`src/rtl/bit_window_feeder_16to32_seq.sv`:
```
// Packs 16-bit words into a 32-bit sliding window and tracks the LSB-first bit pointer
// that the downstream 32x16 bit-selection stage uses as its extraction offset.
module bit_window_feeder_16to32_seq #(
   parameter int unsigned DATA_WIDTH    = 32,
   parameter int unsigned IN_WIDTH      = DATA_WIDTH >> 1,
   parameter int unsigned COMMAND_WIDTH = $clog2(DATA_WIDTH) - 1,
   parameter int unsigned LEN_WIDTH     = COMMAND_WIDTH + 1
) (
   input  logic                     clk,
   input  logic                     rst,
   input  logic                     i_valid,
   output logic                     i_ready,
   input  logic [IN_WIDTH-1:0]      i_data,
   input  logic                     i_flush,
   output logic                     o_valid,
   input  logic                     o_ready,
   output logic [DATA_WIDTH-1:0]    o_data_bus,
   output logic [COMMAND_WIDTH-1:0] o_cmd,
   input  logic [LEN_WIDTH-1:0]     i_len
);

   typedef enum logic [1:0] {
      StEmpty = 2'd0,
      StHalf  = 2'd1,
      StFull  = 2'd2
   } cnt_e;

   localparam logic [LEN_WIDTH-1:0] MaxLen = LEN_WIDTH'(IN_WIDTH);

   cnt_e                     cnt_q, cnt_d;
   logic [COMMAND_WIDTH-1:0] ptr_q, ptr_d;
   logic [IN_WIDTH-1:0]      w_lo_q, w_lo_d;
   logic [IN_WIDTH-1:0]      w_hi_q, w_hi_d;

   logic [LEN_WIDTH-1:0] len_clamped;
   logic [LEN_WIDTH-1:0] sum;
   logic                 in_fire;
   logic                 out_fire;
   logic                 pop;

   // Outputs come straight from state; only i_ready sees the downstream handshake.
   assign o_valid    = (cnt_q == StFull);
   assign o_data_bus = {w_hi_q, w_lo_q};
   assign o_cmd      = ptr_q;

   assign len_clamped = (i_len > MaxLen) ? MaxLen : i_len;
   assign sum         = {1'b0, ptr_q} + len_clamped;
   assign out_fire    = o_valid & o_ready;
   // Crossing the word boundary retires w_lo and frees a slot in the same cycle.
   assign pop         = out_fire & sum[LEN_WIDTH-1];
   assign i_ready     = (cnt_q != StFull) | pop;
   assign in_fire     = i_valid & i_ready;

   always_comb begin
      cnt_d  = cnt_q;
      ptr_d  = ptr_q;
      w_lo_d = w_lo_q;
      w_hi_d = w_hi_q;

      if (i_flush) begin
         cnt_d  = StEmpty;
         ptr_d  = '0;
         w_lo_d = '0;
         w_hi_d = '0;
      end else begin
         // sum-16 and sum share their low bits, so one slice covers both cases.
         if (out_fire) begin
            ptr_d = sum[COMMAND_WIDTH-1:0];
         end

         unique case (cnt_q)
            StEmpty: begin
               if (in_fire) begin
                  w_lo_d = i_data;
                  cnt_d  = StHalf;
               end
            end
            StHalf: begin
               if (in_fire) begin
                  w_hi_d = i_data;
                  cnt_d  = StFull;
               end
            end
            StFull: begin
               if (pop) begin
                  w_lo_d = w_hi_q;
                  if (in_fire) begin
                     w_hi_d = i_data;
                  end else begin
                     cnt_d = StHalf;
                  end
               end
            end
            default: begin
               cnt_d = StEmpty;
            end
         endcase
      end
   end

   always_ff @(posedge clk or posedge rst) begin
      if (rst) begin
         cnt_q  <= StEmpty;
         ptr_q  <= '0;
         w_lo_q <= '0;
         w_hi_q <= '0;
      end else begin
         cnt_q  <= cnt_d;
         ptr_q  <= ptr_d;
         w_lo_q <= w_lo_d;
         w_hi_q <= w_hi_d;
      end
   end

endmodule

```
`config.mk`:
```
export PLATFORM = sky130hd
export DESIGN_NAME = bit_window_feeder_16to32_seq
export DESIGN_NICKNAME = d
export VERILOG_FILES = /design/src/rtl/bit_window_feeder_16to32_seq.sv
export SDC_FILE = /design/constraint.sdc
export NUM_CORES = 1
export LEC_CHECK = 0
export BUFFER_PORTS_ARGS = -buffer_cell sky130_fd_sc_hd__buf_2
export CAP_MARGIN = 20
export CORE_MARGIN = 1.5
export CORE_UTILIZATION = 30
export CTS_CLUSTER_DIAMETER = 40
export DETAILED_ROUTE_END_ITERATION = 10
export GPL_ROUTABILITY_DRIVEN = 0
export GPL_TIMING_DRIVEN = 0
export PLACE_DENSITY = 0.63
export SLEW_MARGIN = 20
export SYNTH_ARGS = -nofsm -noshare
export SYNTH_HDL_FRONTEND = slang
export SYNTH_SLANG_ARGS = --single-unit
```
`constraint.sdc`:
```
create_clock -name clk -period 6.85 [get_ports clk]
set_clock_uncertainty 0.15 [all_clocks]
set_input_delay 1.0275 -clock clk [delete_from_list [all_inputs] [get_ports clk]]
set_output_delay 1.0275 -clock clk [all_outputs]
set_load 0.01 [all_outputs]
```
==> impl_summary.txt, run 1 <==
----------------------------------------------------
[Synth]
  Share of async-settable or async-resettable flops after synthesis ... 1.000
  Commonest cells in the netlist ... 60 x nor2_1, 38 x dfrtp_1, 16 x mux2i_1, 14 x o221a_2, 13 x a21oi_1
  Xor-xnor portion of the synthesized cell area ... 0.004079
  Adder-cell share of the synthesized area ... 0.03263
  Leading post-synthesis cells by cell area ... dfrtp_1 44%, nor2_1 10%, mux2i_1 7.5%, o221a_2 7.3%, a21oi_1 3.0%
  Post-synthesis area per instance ... 9.849 um2
  Cell accounting for the most synthesized area ... dfrtp_1
  Share of the yosys chip area belonging to registers ... 0.4429
  Proportion of netlist area held by the largest area contributor ... 0.4429
  Total number of yosys warnings ... 0
  Post-synthesis simple-gate area fraction ... 0.1935
  Distinct cell type count after synthesis ... 43
  Main synth FF type ... dfrtp_1
  Dominant combinational cell family by area after synthesis ... compound AO/OA/AOI/OAI gates
  Count of flip-flops with a built-in enable after synthesis ... 0
  Most common cell in the synthesized netlist ... nor2_1
  Netlist area before placement ... 2147 um2
  Complex-gate fraction of the synthesized area ... 0.1993
  Net count after synthesis ... 249
  Mapped Cells ... 218
  Synthesis-stage register bit count ... 38
  Multiplexer area fraction after synthesis ... 0.07459

[GRT]
  Routing usage on met2 ... 0.2441
  Leftover overflow at the end of global routing ... 0
  Vias in the first global route ... 1836
  Largest net degree at the start of global routing ... 22
  Number of antenna violations at the first check in global routing ... 0
  Total Routing Usage GR ... 0.1507
  Busiest layer in global routing ... met2
  Met1 track demand over resource ... 0.2091
  First-pass GRT wire length ... 9.066 mm
  Met3 global-route usage ... 0.02356

[Timing]
  Slew Limit Fails ... 0
  Final setup TNS ... 0 ns
  Number of setup violations in the final report ... 0
  Share of the cycle needed by the critical path after routing ... 0.5521
  F_max ... 264.4 MHz
  Worst hold slack across all endpoints ... 0.4065 ns
  Worst-case headroom to the max-slew limit ... 0.5528
  Hold Fails Final Rpt ... 0
  Post-route minimum period ... 3.782 ns
  Setup repair after global routing missed its margin ... false
  Least-Margin Pin Slew ... 0.6684 ns

[Clock tree]
  Clock transition at the registers of the reported paths ... 0.07 ns
  Root buffer selected by CTS ... clkbuf_8
  Post-CTS Hold Buffers ... 0
  Count of H-tree levels built during CTS ... 2
  TritonCTS clock tree ... done
  CTS-repair resized insts ... 0
  Clock latency on the worst-skew pair ... 0.28 ns
  CTS Sinks ... 38
  Number of setup buffers added after CTS ... 0
  CTS max path bufs ... 2
  Cts bufs inserted ... 5

[Job]
  Number of maximum-capacitance violations ... 0

[Hold path]
  Worst min-delay path startpoint ... o_cmd[0]
  Worst hold-check path type ... flop to flop

[Cells and area]
  Relative area change from synthesis to final layout ... 25.76%
  Diode count ... 0
  Final net count ... 319
  Share of cells above drive strength 1 ... 0.3564
  Layout Cells excl Fill ... 385

[Placement]
  Total instance count after detailed placement ... 377
  Total half-perimeter wirelength after legalization and detailed placement ... 4.071 mm
  Port bufs ... 62

[Drt]
  WL/cell ... 14.83 um
  Antenna violation net count after detailed routing ... 0
  DRC viols ... 0
  Total wire length after detailed routing ... 5.709 mm
  Via-to-Cell Ratio ... 4.914
  Detailed Routing Iterations Pass 1 ... 4
  Total via count after detailed routing ... 1892
  Iteration-0 DRC Markers ... 130

[Floorplan]
  Number of rows in the core area ... 30
  Total Die Area ... 7674 um2
  Height of the die ... 87.60 um
  Total core area ... 6869 um2
  Width of the die ... 87.60 um
  I/O pin count ... 64
  Starting Density ... 0.3126

[Critical path]
  Type of the worst setup path ... primary input to output port
  Timing endpoint of the critical path ... i_ready
  Data arrival time of the worst path ... 2.60 ns
  Worst reg-to-reg setup slack ... 4.18 ns
  Critical R2R Capture ... w_lo_q[12]
  Startpoint of the worst register-to-register path ... o_cmd[0]
  Req. time, crit path ... 5.67 ns
  Nature of the critical path endpoint ... output port
  Number of cell instances on the worst register-to-register path ... 8
  Biggest fanout along the worst timing path ... 10
  Kind of launch point of the worst setup path ... primary input
  Source of the critical timing path ... i_len[4]

[Power]
  Peak supply drop ... 0.07192 mV
  Power density over the cells ... 203.0 nW/um2
  Leakage power ... 1.316 nW

[Outcome]
  Status ... completed

----------------------------------------------------
==> logic make-up after synthesis <==
logic type | after synthesis
muxes | 16
and+or+nand+nor | 89
xor gates and xnor gates | 1
buffers and inverters | 19
AOI/OAI and AO/OA | 50
DFF | 38
adders and majority gates | 5
==> cells in the final DEF (no fill, tap or decap), types with 2 or more instances in the layout <==
cell type,n
or3_4,2
ha_1,4
buf_4,2
dlygate4sd1_1,2
clkbuf_1,5
nor2b_1,5
nand2_1,8
o221a_2,14
a31o_2,2
buf_2,63
nor2_1,60
and2b_1,2
o221a_1,2
o22ai_1,8
nor3_1,2
mux2i_1,16
clkbuf_8,6
a21oi_1,13
dfrtp_1,38
inv_1,6
a31oi_4,2
==> per-layer routing <==
layer | wire, um | vias up
li1 | - | 921
met1 | 2706 | 917
met2 | 2689 | 49
met3 | 261 | 5
met4 | 52 | 0
met5 | 0 | -
==> sequential cells by signal (all words and copies together), names as in the netlist <==
register  flops
w_hi_q       16
cnt_q         2
o_cmd         4
w_lo_q       16
==> cell type report <==
| class | instances | area, um2 |
|---|---|---|
| Timing Repair Buffer | 63 | 337.8 |
| Buffer | 12 | 87.58 |
| Inverter | 7 | 26.28 |
| Clock buffer | 6 | 82.58 |
| Tap cell | 96 | 120.1 |
| Fill cell | 736 | 4169 |
| Multi-Input combinational cell | 161 | 1082 |
| Sequential cell | 38 | 950.9 |
| Clock inverter | 2 | 12.51 |
==> where the power goes <==
group,switching (mW),total (mW),internal [mW]
Combinational,0.0696,0.128,0.0588
Sequential,0.0161,0.257,0.241
Clock,0.0815,0.162,0.0810
Total,0.167,0.548,0.381
==> worst min-delay path by stage <==
stage,slack (ns),to,cells past startpoint
4_1_cts,0.41,o_cmd[0],2
3_3_place_gp,0.38,w_hi_q[3],2
3_5_place_dp,0.39,o_cmd[3],2
6_report,0.41,o_cmd[0],2
5_1_grt,0.44,o_cmd[0],2
2_1_floorplan,0.42,o_cmd[3],2
==> worst max-delay path, stage by stage <==
cell,delay [ns]
buf_4,0.14
nor2b_1,0.12
ha_1,0.17
inv_1,0.05
fa_1,0.37
nor2b_1,0.24
o211ai_1,0.18
nand3_1,0.15
buf_2,0.14
==> through the flow <==
step	util	area, um2	power, mW	setup slack (ns)
CTS	0.3931	2700	0.5543	3.060
detailed placement	0.3792	2605	0.3907	3.055
global route	0.3931	2700	0.5761	2.959
global placement	0.3752	2577	0.3857	3.078
floorplan	-	2147	0.3424	3.301
finish	0.3931	2700	0.5482	3.068
Power figures use the tool's default switching activity.
==> run 2, diff against run 1 <==
--- a/config.mk
+++ b/config.mk
@@ -13,7 +13,7 @@
 export DETAILED_ROUTE_END_ITERATION = 10
 export GPL_ROUTABILITY_DRIVEN = 0
 export GPL_TIMING_DRIVEN = 0
-export PLACE_DENSITY = 0.63
+export PLACE_DENSITY = 0.65
 export SLEW_MARGIN = 20
 export SYNTH_ARGS = -nofsm -noshare
 export SYNTH_HDL_FRONTEND = slang
==> constraint.sdc (replaced) <==
create_clock -name clk -period 3.2 [get_ports clk]
set_clock_uncertainty 0.15 [all_clocks]
set_input_delay 0.48 -clock clk [delete_from_list [all_inputs] [get_ports clk]]
set_output_delay 0.48 -clock clk [all_outputs]
set_load 0.01 [all_outputs]
==> run 2 against run 1 <==
Count of clock-buffer cells in the layout down 1. Hold slack got worse by 0.11 ns. Critical path depth rose by 1. Combinational power up 110%. Sequential cell count did not move. Final area up 0.60%. Die area stayed put. Utilization up 0.24 points. Global-route usage decreased by 0.29 points. Highest routed layer unchanged.
==> impl_summary.txt, run 2 (synthesized netlist as in run 1, its figures left out) <==
----------------------------------------------------
[Timing]
  Slew Limit Fails ... 0 (unchanged)
  F_max ... 359.7 MHz
  PnR worst setup slack ... 0.4200 ns (-2.648 ns)
  Post-route minimum period ... 2.780 ns
  Setup repair after global routing missed its margin ... false
  Share of the cycle needed by the critical path after routing ... 0.8687
  Least-Margin Pin Slew ... 0.6127 ns (-0.05566 ns)
  Worst-case headroom to the max-slew limit ... 0.5900 (+0.03725)
  Final setup TNS ... 0 ns (unchanged)
  Hold Fails Final Rpt ... 0 (unchanged)
  Worst hold slack across all endpoints ... 0.2934 ns (-0.1131 ns)
  Number of setup violations in the final report ... 0 (unchanged)

[Critical path]
  Worst reg-to-reg setup slack ... 0.48 ns (-3.70 ns)
  Source of the critical timing path ... i_len[4]
  Kind of launch point of the worst setup path ... primary input
  Data arrival time of the worst path ... 2.82 ns (+0.22 ns)
  Critical R2R Capture ... w_lo_q[2]
  Biggest fanout along the worst timing path ... 10 (unchanged)
  Timing endpoint of the critical path ... w_lo_q[2]
  Req. time, crit path ... 3.24 ns (-2.43 ns)
  Type of the worst setup path ... primary input to flop
  Nature of the critical path endpoint ... flop
  Number of cell instances on the worst register-to-register path ... 8 (unchanged)
  Startpoint of the worst register-to-register path ... o_cmd[0]

[Drt]
  WL/cell ... 14.14 um (-4.7%)
  Iteration-0 DRC Markers ... 108 (-17%)
  DRC viols ... 0 (unchanged)
  Total via count after detailed routing ... 1852 (-2.1%)
  Detailed Routing Iterations Pass 1 ... 4 (unchanged)
  Total wire length after detailed routing ... 5.457 mm (-4.4%)
  Via-to-Cell Ratio ... 4.798 (-2.4%)
  Antenna violation net count after detailed routing ... 0 (unchanged)

[GRT]
  Total Routing Usage GR ... 0.1478 (-0.002878)
  Vias in the first global route ... 1799 (-2.0%)
  Leftover overflow at the end of global routing ... 0 (unchanged)
  First-pass GRT wire length ... 8.749 mm (-3.5%)
  Number of antenna violations at the first check in global routing ... 0 (unchanged)
  Largest net degree at the start of global routing ... 25 (+14%)

[Placement]
  Worst Setup Slack post-DPL ... 0.09741 ns (-2.957 ns)
  Total half-perimeter wirelength after legalization and detailed placement ... 3.965 mm (-2.6%)
  Total instance count after detailed placement ... 377 (unchanged)
  Port bufs ... 62 (unchanged)
  Area after detailed placement ... 2597 um2 (-0.29%)

[Cells and area]
  Share of cells above drive strength 1 ... 0.3552 (-0.001229)
  Filler cell count in the final layout ... 719 (-2.3%)
  Commonest cells after routing, fill and taps aside ... 63 x buf_2, 60 x nor2_1, 38 x dfrtp_1
  Final net count ... 320 (+0.31%)
  Diode count ... 0 (unchanged)
  Layout Cells excl Fill ... 386 (+0.26%)
  Post-route design area ... 2716 um2 (+0.60%)
  FF+latch area ... 950.9 um2 (unchanged)
  Final Util ... 0.3954 (+0.002368)
  Most common cell after layout, fill and taps aside ... buf_2
  Relative area change from synthesis to final layout ... 26.52%
  Total area of multi-input combinational cells ... 1082 um2 (unchanged)

[Floorplan]
  I/O pin count ... 64 (unchanged)
  Total core area ... 6869 um2 (unchanged)
  Total Die Area ... 7674 um2 (unchanged)
  Height of the die ... 87.60 um (unchanged)
  Starting Density ... 0.3126 (unchanged)
  Number of rows in the core area ... 30 (unchanged)
  Width of the die ... 87.60 um (unchanged)

[Clock tree]
  Root buffer selected by CTS ... clkbuf_8
  Cts bufs inserted ... 5 (unchanged)
  CTS Sinks ... 38 (unchanged)
  Number of setup buffers added after CTS ... 0 (unchanged)
  Clock transition at the registers of the reported paths ... 0.08 ns (about the same)
  Clock latency on the worst-skew pair ... 0.29 ns (about the same)
  TritonCTS clock tree ... done
  CTS-repair resized insts ... 0 (unchanged)
  CTS max path bufs ... 2 (unchanged)
  Count of H-tree levels built during CTS ... 2 (unchanged)
  Post-CTS Hold Buffers ... 1 (+1)

[Job]
  Number of maximum-capacitance violations ... 0 (unchanged)

[Hold path]
  Worst hold-check path type ... primary input to flop
  Worst min-delay path startpoint ... i_data[12]

[Power]
  Leakage power ... 1.328 nW (+0.88%)
  PnR Total Power ... 1.228 mW (+120%)
  Peak supply drop ... 0.1584 mV (+120%)
  Power density over the cells ... 452.2 nW/um2 (+120%)

[Outcome]
  Status ... completed

----------------------------------------------------
==> run 2: worst min-delay path by stage <==
| stage | endpoint | slack [ns] | cells after the start |
|---|---|---|---|
| finish | w_hi_q[12] | 0.29 | 3 |
| global route | w_hi_q[12] | 0.29 | 3 |
| CTS | w_hi_q[12] | 0.29 | 3 |
| detailed placement | o_cmd[1] | 0.32 | 2 |
| global placement | w_hi_q[10] | 0.38 | 2 |
| floorplan | o_cmd[3] | 0.42 | 2 |
==> run 2: routing by layer <==
metal / GRT usage / vias to the layer above / part of all wire
met4: 0.04329 / 0 / 0.0088
li1: - / 922 / -
met2: 0.2329 / 51 / 0.45
met3: 0.03582 / 5 / 0.054
met1: 0.2020 / 874 / 0.49
met5: 0 / - / 0
==> run 2: worst max-delay path, cell delays in order <==
cell	delay [ns]
buf_4	0.14
nor2b_1	0.11
ha_1	0.18
inv_1	0.06
fa_1	0.37
nor2b_1	0.25
o21a_1	0.22
or3_4	0.17
nand4_1	0.39
o221a_2	0.45
==> run 2: cell type report <==
type,count,area share
multi-input cells,161,0.3984
clock buffers,5,0.02533
repair buffers,64,0.1253
plain buffers,12,0.03224
flip-flops and latches,38,0.3501
clock inverters,3,0.01474
well taps,96,0.04422
inverters,7,0.009673
==> run 2: report_power, final <==
part | total, mW | internal [mW] | switching, mW
Combinational | 0.272 | 0.125 | 0.146
Clock | 0.408 | 0.230 | 0.178
Sequential | 0.549 | 0.517 | 0.0324
